**config.mk**
```make
export PLATFORM = sky130hd
export DESIGN_NAME = div_cdb_buffer_flat
export DESIGN_NICKNAME = d
export VERILOG_FILES = /design/src/rtl/div_pkg.sv /design/src/rtl/div_cdb_buffer_if.sv /design/src/rtl/sync_fifo.sv /design/src/rtl/div_cdb_buffer.sv /design/src/flat_wrapper.sv
export SDC_FILE = /design/constraint.sdc
export NUM_CORES = 1
export LEC_CHECK = 0
export ABC_AREA = 1
export BUFFER_PORTS_ARGS = -buffer_cell sky130_fd_sc_hd__buf_2
export CORE_MARGIN = 2
export CORE_UTILIZATION = 53
export DETAILED_ROUTE_END_ITERATION = 6
export GPL_TIMING_DRIVEN = 0
export HOLD_SLACK_MARGIN = 0.03
export PLACE_DENSITY = 0.83
export SLEW_MARGIN = 5
export SYNTH_ARGS = -nofsm -noshare
export SYNTH_HDL_FRONTEND = slang
export SYNTH_HIERARCHICAL = 1
export SYNTH_SLANG_ARGS = --single-unit
```
**constraint.sdc**
```tcl
create_clock -name clk -period 4.34 [get_ports clk]
set_input_delay 0.217 -clock clk [delete_from_list [all_inputs] [get_ports clk]]
set_output_delay 0.217 -clock clk [all_outputs]
set_load 0.02 [all_outputs]
```
**src/rtl/div_pkg.sv**
```systemverilog
// rtl/div_pkg.sv - shared divider result types, beat encoding and widths
package div_pkg;

    localparam int DIV_TAG_W  = 4;
    localparam int DIV_DATA_W = 32;

    // LO carries the quotient, HI the remainder; LO is always broadcast first.
    typedef enum logic {
        BEAT_LO = 1'b0,
        BEAT_HI = 1'b1
    } beat_e;

    typedef struct packed {
        logic [DIV_TAG_W-1:0]  tag;
        logic [DIV_DATA_W-1:0] q;
        logic [DIV_DATA_W-1:0] r;
    } div_result_t;

    function automatic int result_w(input int tag_w);
        return tag_w + 2 * DIV_DATA_W;
    endfunction

endpackage

```
**src/rtl/div_cdb_buffer_if.sv**
```systemverilog
// rtl/div_cdb_buffer_if.sv - divider result input and CDB beat output bundle
interface div_cdb_buffer_if
    import div_pkg::*;
#(
    parameter int TAG_W = DIV_TAG_W
);

    logic                  in_valid;
    logic                  in_ready;
    logic [TAG_W-1:0]      in_tag;
    logic [DIV_DATA_W-1:0] in_q;
    logic [DIV_DATA_W-1:0] in_r;

    logic                  cdb_req;
    logic                  cdb_grant;
    logic [TAG_W-1:0]      cdb_tag;
    logic [DIV_DATA_W-1:0] cdb_val;
    logic                  cdb_hilo;
    logic                  cdb_last;

    // master: divider plus CDB arbiter side; slave: the buffer itself
    modport master (
        output in_valid, in_tag, in_q, in_r, cdb_grant,
        input  in_ready, cdb_req, cdb_tag, cdb_val, cdb_hilo, cdb_last
    );

    modport slave (
        input  in_valid, in_tag, in_q, in_r, cdb_grant,
        output in_ready, cdb_req, cdb_tag, cdb_val, cdb_hilo, cdb_last
    );

endinterface

```
**src/rtl/sync_fifo.sv**
```systemverilog
// rtl/sync_fifo.sv - generic registered FIFO with occupancy count and synchronous clear
module sync_fifo #(
    parameter int DEPTH = 4,
    parameter int W     = 8
) (
    input  logic                         clk,
    input  logic                         clear,
    input  logic                         push,
    input  logic                         pop,
    input  logic [W-1:0]                 wdata,
    output logic [W-1:0]                 rdata,
    output logic                         full,
    output logic                         empty,
    output logic [$clog2(DEPTH+1)-1:0]   count
);

    localparam int PTR_W = $clog2(DEPTH);
    localparam int CNT_W = $clog2(DEPTH+1);

    logic [W-1:0]     mem [DEPTH];
    logic [PTR_W-1:0] wr_ptr;
    logic [PTR_W-1:0] rd_ptr;
    logic             do_push;
    logic             do_pop;

    assign full    = (count == CNT_W'(DEPTH));
    assign empty   = (count == '0);
    assign do_push = push && !full;
    assign do_pop  = pop && !empty;
    assign rdata   = mem[rd_ptr];

    // DEPTH is a power of two, so pointer wrap is the natural overflow.
    always_ff @(posedge clk) begin
        if (clear) begin
            wr_ptr <= '0;
            rd_ptr <= '0;
            count  <= '0;
        end else begin
            if (do_push) begin
                wr_ptr <= wr_ptr + 1'b1;
            end
            if (do_pop) begin
                rd_ptr <= rd_ptr + 1'b1;
            end
            case ({do_push, do_pop})
                2'b10:   count <= count + 1'b1;
                2'b01:   count <= count - 1'b1;
                default: count <= count;
            endcase
        end
    end

    always_ff @(posedge clk) begin
        if (do_push && !clear) begin
            mem[wr_ptr] <= wdata;
        end
    end

endmodule

```
**src/rtl/div_cdb_buffer.sv**
```systemverilog
// rtl/div_cdb_buffer.sv - buffers divider results and broadcasts each as LO then HI CDB beats
module div_cdb_buffer
    import div_pkg::*;
#(
    parameter int DEPTH = 4,
    parameter int TAG_W = DIV_TAG_W
) (
    input  logic                        clk,
    input  logic                        reset,
    input  logic                        flush,
    div_cdb_buffer_if.slave             bus,
    output logic [$clog2(DEPTH+1)-1:0]  count
);

    localparam int ENT_W = result_w(TAG_W);

    logic             clear;
    logic             full;
    logic             empty;
    logic             push;
    logic             pop;
    logic             fire;
    logic [ENT_W-1:0] wdata;
    logic [ENT_W-1:0] rdata;
    logic [TAG_W-1:0] head_tag;
    logic [31:0]      head_q;
    logic [31:0]      head_r;
    beat_e            state;
    beat_e            state_next;

    assign clear = reset || flush;

    // No same-cycle bypass: a full buffer refuses even while the HI beat pops.
    assign bus.in_ready = !full && !reset;
    assign push         = bus.in_valid && bus.in_ready && !flush;
    assign wdata        = {bus.in_tag, bus.in_q, bus.in_r};

    sync_fifo #(
        .DEPTH (DEPTH),
        .W     (ENT_W)
    ) u_fifo (
        .clk   (clk),
        .clear (clear),
        .push  (push),
        .pop   (pop),
        .wdata (wdata),
        .rdata (rdata),
        .full  (full),
        .empty (empty),
        .count (count)
    );

    assign head_tag = rdata[ENT_W-1 -: TAG_W];
    assign head_q   = rdata[63:32];
    assign head_r   = rdata[31:0];

    always_ff @(posedge clk) begin
        if (clear) begin
            state <= BEAT_LO;
        end else begin
            state <= state_next;
        end
    end

    always_comb begin
        state_next = state;
        pop        = 1'b0;
        fire       = bus.cdb_req && bus.cdb_grant;
        if (fire) begin
            if (state == BEAT_LO) begin
                state_next = BEAT_HI;
            end else begin
                state_next = BEAT_LO;
                pop        = 1'b1;
            end
        end
    end

    // Beat outputs come from the head entry and state only, never from cdb_grant.
    always_comb begin
        bus.cdb_req  = !empty;
        bus.cdb_tag  = '0;
        bus.cdb_val  = '0;
        bus.cdb_hilo = 1'b0;
        bus.cdb_last = 1'b0;
        if (!empty) begin
            bus.cdb_tag  = head_tag;
            bus.cdb_val  = (state == BEAT_HI) ? head_r : head_q;
            bus.cdb_hilo = (state == BEAT_HI);
            bus.cdb_last = (state == BEAT_HI);
        end
    end

endmodule

```
**src/flat_wrapper.sv**
```systemverilog
// flat-port wrapper written by rule: the top's interface ports become plain ports
module div_cdb_buffer_flat import div_pkg::*;
#(
    parameter int DEPTH = 4,
    parameter int TAG_W = DIV_TAG_W
)
  (clk, reset, flush, count, bus_in_valid, bus_in_tag, bus_in_q, bus_in_r, bus_cdb_grant, bus_in_ready, bus_cdb_req, bus_cdb_tag, bus_cdb_val, bus_cdb_hilo, bus_cdb_last);
  div_cdb_buffer_if #(.TAG_W(TAG_W)) bus_i ();
  input  logic clk;
  input  logic reset;
  input  logic flush;
  output logic [$clog2(DEPTH+1)-1:0] count;
  input wire logic [$bits(bus_i.in_valid)-1:0] bus_in_valid;
  input wire logic [$bits(bus_i.in_tag)-1:0] bus_in_tag;
  input wire logic [$bits(bus_i.in_q)-1:0] bus_in_q;
  input wire logic [$bits(bus_i.in_r)-1:0] bus_in_r;
  input wire logic [$bits(bus_i.cdb_grant)-1:0] bus_cdb_grant;
  output wire logic [$bits(bus_i.in_ready)-1:0] bus_in_ready;
  output wire logic [$bits(bus_i.cdb_req)-1:0] bus_cdb_req;
  output wire logic [$bits(bus_i.cdb_tag)-1:0] bus_cdb_tag;
  output wire logic [$bits(bus_i.cdb_val)-1:0] bus_cdb_val;
  output wire logic [$bits(bus_i.cdb_hilo)-1:0] bus_cdb_hilo;
  output wire logic [$bits(bus_i.cdb_last)-1:0] bus_cdb_last;
  assign bus_i.in_valid = bus_in_valid;
  assign bus_i.in_tag = bus_in_tag;
  assign bus_i.in_q = bus_in_q;
  assign bus_i.in_r = bus_in_r;
  assign bus_i.cdb_grant = bus_cdb_grant;
  assign bus_in_ready = bus_i.in_ready;
  assign bus_cdb_req = bus_i.cdb_req;
  assign bus_cdb_tag = bus_i.cdb_tag;
  assign bus_cdb_val = bus_i.cdb_val;
  assign bus_cdb_hilo = bus_i.cdb_hilo;
  assign bus_cdb_last = bus_i.cdb_last;
  div_cdb_buffer #(.DEPTH(DEPTH), .TAG_W(TAG_W)) u_core (.clk(clk), .reset(reset), .flush(flush), .bus(bus_i), .count(count));
endmodule
```
==> Yosys cells after proc, flatten, opt, wreduce, memory -nomap -nowiden <==
Memories as Yosys holds them, arrays and structs flattened. A register that Yosys moved wholly into a read port is not among the register bits.
Index checks and enable logic that the tools add are counted.
{ "op_classes": {"add_sub_neg": 4, "n_eq_ne": 3, "n_mux": 12, "reduce_logical": 15} }
{ "op_table": {"columns": ["operator", "n"], "rows": [
  ["$mux W32", 2],
  ["$logic_and A1 B1 Y1", 7],
  ["$mux W1", 6],
  ["$pmux W3 S2", 1],
  ["$logic_not A1 Y1", 5],
  ["$add A2 B1 Y2 const B", 2],
  ["$mux W2", 2],
  ["$mux W4", 1],
  ["$add A3 B1 Y3 const B", 1],
  ["$eq A3 B3 Y1 const B", 1],
  ["$logic_not A3 Y1", 1],
  ["$sub A3 B1 Y3 const B", 1],
  ["$eq A2 B1 Y1 const B", 1],
  ["$eq A2 B2 Y1 const B", 1],
  ["$reduce_bool A2 Y1", 1],
  ["$logic_or A1 B1 Y1", 1]
]} }
{ "totals": {"ff_bits": 8, "ramBits": 272, "in_bits": 73, "n_memories": 1} }
{ "mem_list": {"columns": ["name", "words", "word_bits", "read_ports", "rd_clocked_by_memory_dff", "wr", "line", "source"], "rows": [
  ["u_core.u_fifo.mem", 4, 68, 1, 1, 1, "sync_fifo.sv:20", "logic [W-1:0] mem [DEPTH];"]
]} }

==> Depth between registers and ports, before layout <==
{ "depth": {"ltp_word": 9, "mapped_depth": 17, "depth_no_buf": 17} }

==> Modules after synthesis <==
The synthesis kept the hierarchy.
{ "modules_own_cells": {"columns": ["module", "instances", "cells_per_inst", "area_each_um2"], "rows": [
  ["sync_fifo", 1, 728, 10551.4],
  ["div_cdb_buffer", 1, 128, 578.1]
]} }

==> Worst setup path before layout <==
No wires, ideal clock.
{ "synth_timing": {"path_type": "reg2reg", "from": "register u_core.u_fifo.count[1]", "to": "memory u_core/u_fifo/mem[0][0] (netlist bit) (enable)", "setup_ns": 0.495, "arrival_ns": 4.497, "required_time_ns": 3.845, "path_slack_ns": -0.652, "path_stages_with_launch": 9, "path_buffers": 0, "period_less_slack_ns": 4.992, "cell_sequence": "dfxtp_1 -> inv_1 -> nand3_1 -> inv_1 -> nor2_1 -> nand2_1 -> nor2_1 -> nand3_1 -> nor2_1"} }
{ "synth_between": {"elab_chain_len": 9} }
{ "synth_lines": {"columns": ["element", "line", "source"], "rows": [
  ["start: declaration", "sync_fifo.sv:14", "output logic [$clog2(DEPTH+1)-1:0] count"],
  ["start signal: assignment", "sync_fifo.sv:46", "2'b10: count <= count + 1'b1;"],
  ["start signal: assignment", "sync_fifo.sv:47", "2'b01: count <= count - 1'b1;"],
  ["start signal: assignment", "sync_fifo.sv:48", "default: count <= count;"],
  ["$eq A3 B3 Y1", "sync_fifo.sv:26", "assign full = (count == CNT_W'(DEPTH));"],
  ["net u_core.full", "div_cdb_buffer.sv:18", "logic full;"],
  ["$logic_not A1 Y1", "div_cdb_buffer.sv:34", "assign bus.in_ready = !full && !reset;"],
  ["$logic_and A1 B1 Y1", "div_cdb_buffer.sv:34", null],
  ["net bus_in_ready", "flat_wrapper.sv:18", "output wire logic [$bits(bus_i.in_ready)-1:0] bus_in_ready;"],
  ["$logic_and A1 B1 Y1 (2 in a row)", "div_cdb_buffer.sv:35", "assign push = bus.in_valid && bus.in_ready && !flush;"],
  ["net u_core.push", "div_cdb_buffer.sv:20", "logic push;"],
  ["$logic_and A1 B1 Y1", "sync_fifo.sv:28", "assign do_push = push && !full;"],
  ["$logic_and A1 B1 Y1", "sync_fifo.sv:54", "if (do_push && !clear) begin"],
  ["$mux W1", "sync_fifo.sv:54", null],
  ["$mux W1 (implied by the code)", "sync_fifo.sv:55", "mem[wr_ptr] <= wdata;"],
  ["end: declaration", "sync_fifo.sv:20", null]
]} }
The timed path passes the listed nets, and every way through them passes these cells.

==> Final worst setup path <==
{ "layout_timing": {"from": "register u_core.u_fifo.count[1]", "to": "memory u_core/u_fifo/mem[0][25] (netlist bit) (enable)"} }
{ "layout_between": {"elab_chain_len": 9} }
{ "layout_lines": {"columns": ["element", "line"], "rows": [
  ["$eq A3 B3 Y1", "sync_fifo.sv:26"],
  ["net u_core.full", "div_cdb_buffer.sv:18"],
  ["$logic_not A1 Y1", "div_cdb_buffer.sv:34"],
  ["$logic_and A1 B1 Y1", "div_cdb_buffer.sv:34"],
  ["$logic_and A1 B1 Y1 (2 in a row)", "div_cdb_buffer.sv:35"],
  ["net u_core.push", "div_cdb_buffer.sv:20"],
  ["$logic_and A1 B1 Y1", "sync_fifo.sv:28"],
  ["$logic_and A1 B1 Y1", "sync_fifo.sv:54"],
  ["$mux W1", "sync_fifo.sv:54"],
  ["$mux W1 (implied by the code)", "sync_fifo.sv:55"]
]} }
The timed path passes the listed nets, and every way through them passes these cells.

==> reports/metrics.yaml <==
run_status:
  result_of_the_run: "completed"
critical_path:
  worst_path_max_delay_cell: "sky130_fd_sc_hd__nor2_4"
  crit_start: "u_core/u_fifo/count[1]"
  timing.critical_path.required_ns: 4.55
  cp-endpoint: "u_core/u_fifo/mem[0][25]"
  worstSetupStartpointType: "register"
  path_max_fanout: 26
  worst_ep_arrival_time_ns: 3.33
  crit_path_end_kind: "register"
  timing.critical_path.slowest_cell_delay_ns: 0.67
  crit_family: "simple AND/OR/NAND/NOR gates"
  worst-path-stages: 10
  reg2reg_slack_ns: 1.22
  r2r_cells: 10
  criticalPathCategory: "register to register"
  crit-reg2reg-launch: "u_core/u_fifo/count[1]"
  worstReg2RegEnd: "u_core/u_fifo/mem[0][25]"
  crit_path_cell_trace: "inv_1, nand3_1, inv_1, nor2_1, nand2_1, nor2_1, nand3_1, nor2_4, buf_12, buf_12"
  worst-path-buf-inv: 4
logic_synthesis:
  syn-num-nets: 935
  number_of_storage_elements_in_the_synthesis_netlist: 282
  synth_area_mm2: 0.0111
  cell_types_with_the_highest_counts_after_synthesis: "272 x sky130_fd_sc_hd__edfxtp_1, 220 x sky130_fd_sc_hd__nor2_1, 159 x sky130_fd_sc_hd__o21ai_0, 68 x sky130_fd_sc_hd__o22ai_1, 24 x sky130_fd_sc_hd__inv_1"
  synthTopCellsByArea: "sky130_fd_sc_hd__edfxtp_1 73%, sky130_fd_sc_hd__nor2_1 7.4%, sky130_fd_sc_hd__o21ai_0 7.2%"
  synth-async-reset-ratio: 0
  dominant_cell_by_count_in_the_synthesized_netlist: "sky130_fd_sc_hd__edfxtp_1"
  synth_edf_count: 272
  seq_area_frac_synth: 0.752
  synth_top_cell_area_share: 0.734
  postSynthCellCount: 856
  synth.avg_cell_area_um2: 13.0
  synth_flop_cell: "sky130_fd_sc_hd__edfxtp_1"
  yosysWarningCount: 6
  post-synth-top-area-cell: "sky130_fd_sc_hd__edfxtp_1"
  synthDistinctLibCells: 22
die:
  core_area_mm2: 0.0208
  die_y_um: 149
  chipWidth_um: 149
  start_util: 0.534
  floorplan.die_area_mm2: 0.0222
  rows: 53
  design.portCount: 116
power_and_ir_drop:
  cellLeakagePower_nw: 5.11
  power.ir.vdd_worst_v: 0.000302
  power-per-cell-area_mw_per_mm2: 394
sta:
  clock.fmax_mhz: 320
  period_minus_slack_ns: 3.12
  fin_worst_skew_ns: 0.0123
  worstMarginPinSlew_ns: 0.844
  setup_viol_count_final: 0
  worst_slew_margin_rel: 0.436
  period_share: 0.719
  final_max_slew_viol_count: 0
  final_hold_viol_count: 0
  rsz0062_at_grt: "false"
  final.setup.tns_ns: 0
  hold-worst-slack_ns: 0.162
routing:
  detailedRoute.firstPassIterationCount: 5
  routed_wl_um: 27600
  dr_total_vias: 7937
  drt_iter0_markers: 786
  viasPerCell: 5.77
  route.antenna.remaining_nets: 0
  detail_route.wl_per_cell_um: 20.1
  detail_route.drc_violations: 0
global_routing:
  first_global_vias: 8150
  initial_antenna_violation_count: 1
  grt_max_degree: 28
  track_usage: 0.248
  globalRouteOverflowTotal: 0
  first_pass_grt_wire_length_um: 42500
cells_and_area:
  layout-area-overhead-vs-synth_pct: 24.8
  post_route_cells_drive_above_1_share: 0.195
  final_nets: 1159
  insertedDiodeCount: 0
  count_of_filler_cells_inserted_in_the_layout: 1412
  layoutNonFillerInstCount: 1375
cts:
  clockRootBuffer: "sky130_fd_sc_hd__clkbuf_16"
  clkTransAtPathRegs_ns: 0.07
  clockBufferDepth: 3
  cts_post_setup_buffers_inserted: 0
  cts_tree: "yes"
  post_cts.resized_instances: 0
  clock_insertion_delay_worst_skew_ns: 0.52
  numCtsBuffers: 26
  tritoncts_num_sinks: 282
  hold_buf_count_cts: 72
  h-tree-depth: 1
placed_design:
  place_hpwl_um: 17200
  placement.io_buffers: 115
  place_congestion: 0.767
  post-place-cells: 1255
hold_path:
  min_path_type: "input pin to register"
job:
  cap_viol_max_count: 0
==> area by class of cell <==
| class | instances | area [um^2] | area share |
|---|---|---|---|
| inverters | 28 | 110 | 0.00793 |
| clock buffers | 29 | 683 | 0.0492 |
| flip-flops and latches | 282 | 8370 | 0.603 |
| well taps | 275 | 344 | 0.0248 |
| clock inverters | 19 | 195 | 0.0141 |
| multi-input cells | 493 | 2350 | 0.169 |
| plain buffers | 53 | 334 | 0.0241 |
| repair buffers | 196 | 1510 | 0.108 |
==> sequential cells by signal (all words and copies together) (netlist names), named ones only <==
signal and cells:
u_core/u_fifo/mem 272, u_core/u_fifo/rd_ptr 2, u_core/u_fifo/count 3, u_core/u_fifo/wr_ptr 2, u_core/state 1
==> report_power, final <==
part | total, mW | switching (mW) | internal [mW]
combinational | 0.178 | 0.0930 | 0.0850
clock | 2.31 | 0.938 | 1.37
sequential | 2.99 | 0.00310 | 2.99
==> through the flow <==
| stage | util | total power [mW] | area, um^2 | setup slack, ns |
|---|---|---|---|---|
| finish | 0.667 | 5.48 | 13900 | 1.22 |
| global route | 0.667 | 5.62 | 13900 | 0.925 |
| CTS | 0.667 | 5.50 | 13900 | 1.21 |
| detailed placement | 0.590 | 3.18 | 12300 | 1.24 |
| global placement | 0.579 | 3.17 | 12000 | -2.44 |
| floorplan | - | 3.10 | 11100 | -0.652 |
==> per-layer routing <==
metal,routed length (um),GRT usage,vias to the layer above,part of all wire
met5,11,0,-,0.00040
li1,-,-,3572,-
met4,633,0.0829,2,0.023
met3,2700,0.0489,62,0.098
met1,10400,0.318,3835,0.37
met2,13900,0.427,466,0.50
==> how the worst min path moves through the flow <==
stage                            start                       end  depth (start not counted)
after detailed placement   bus_in_q[6]  u_core/u_fifo/mem[1][38]                          1
after floorplan            bus_in_r[0]   u_core/u_fifo/mem[0][0]                          0
after global routing             reset    u_core/u_fifo/count[2]                          6
after global placement    bus_in_r[25]  u_core/u_fifo/mem[3][25]                          1
after CTS                        reset   u_core/u_fifo/wr_ptr[0]                          6
final                            reset   u_core/u_fifo/wr_ptr[0]                          6
==> cells by family (layout without fill, tap and decap cells) <==
family | count (synthesis) | count (layout) | share of synthesized area
compound gates | 245 | 245 | 0.118
fa+ha+maj | 6 | 6 | 0.00742
buf+inv | 81 | 325 | 0.0399
simple gates | 242 | 242 | 0.0830
flops | 282 | 282 | 0.752
==> worst min-delay path, cell delays in order <==
cell and delay [ns]:
sky130_fd_sc_hd__buf_2 0.09, sky130_fd_sc_hd__nor2_1 0.05, sky130_fd_sc_hd__inv_1 0.05, sky130_fd_sc_hd__inv_1 0.11, sky130_fd_sc_hd__nand2_1 0.10, sky130_fd_sc_hd__nor2_1 0.03
==> cell usage in the layout, fill, tap and decap left out, types with 7 or more instances in the layout <==
cell type                       instances
sky130_fd_sc_hd__edfxtp_1             272
sky130_fd_sc_hd__nor2_1               216
sky130_fd_sc_hd__o21ai_0              159
sky130_fd_sc_hd__buf_2                131
sky130_fd_sc_hd__dlygate4sd3_1         72
sky130_fd_sc_hd__o22ai_1               68
sky130_fd_sc_hd__clkbuf_16             27
sky130_fd_sc_hd__inv_1                 24
sky130_fd_sc_hd__clkbuf_1              13
sky130_fd_sc_hd__nand2_1               13
sky130_fd_sc_hd__buf_6                 12
sky130_fd_sc_hd__o21ai_1               11
sky130_fd_sc_hd__clkbuf_2              11
sky130_fd_sc_hd__dfxtp_1               10
sky130_fd_sc_hd__clkinv_2               8
sky130_fd_sc_hd__nand3_1                7
sky130_fd_sc_hd__a21oi_1                7
Note: power is estimated with default switching activity, not from simulation.
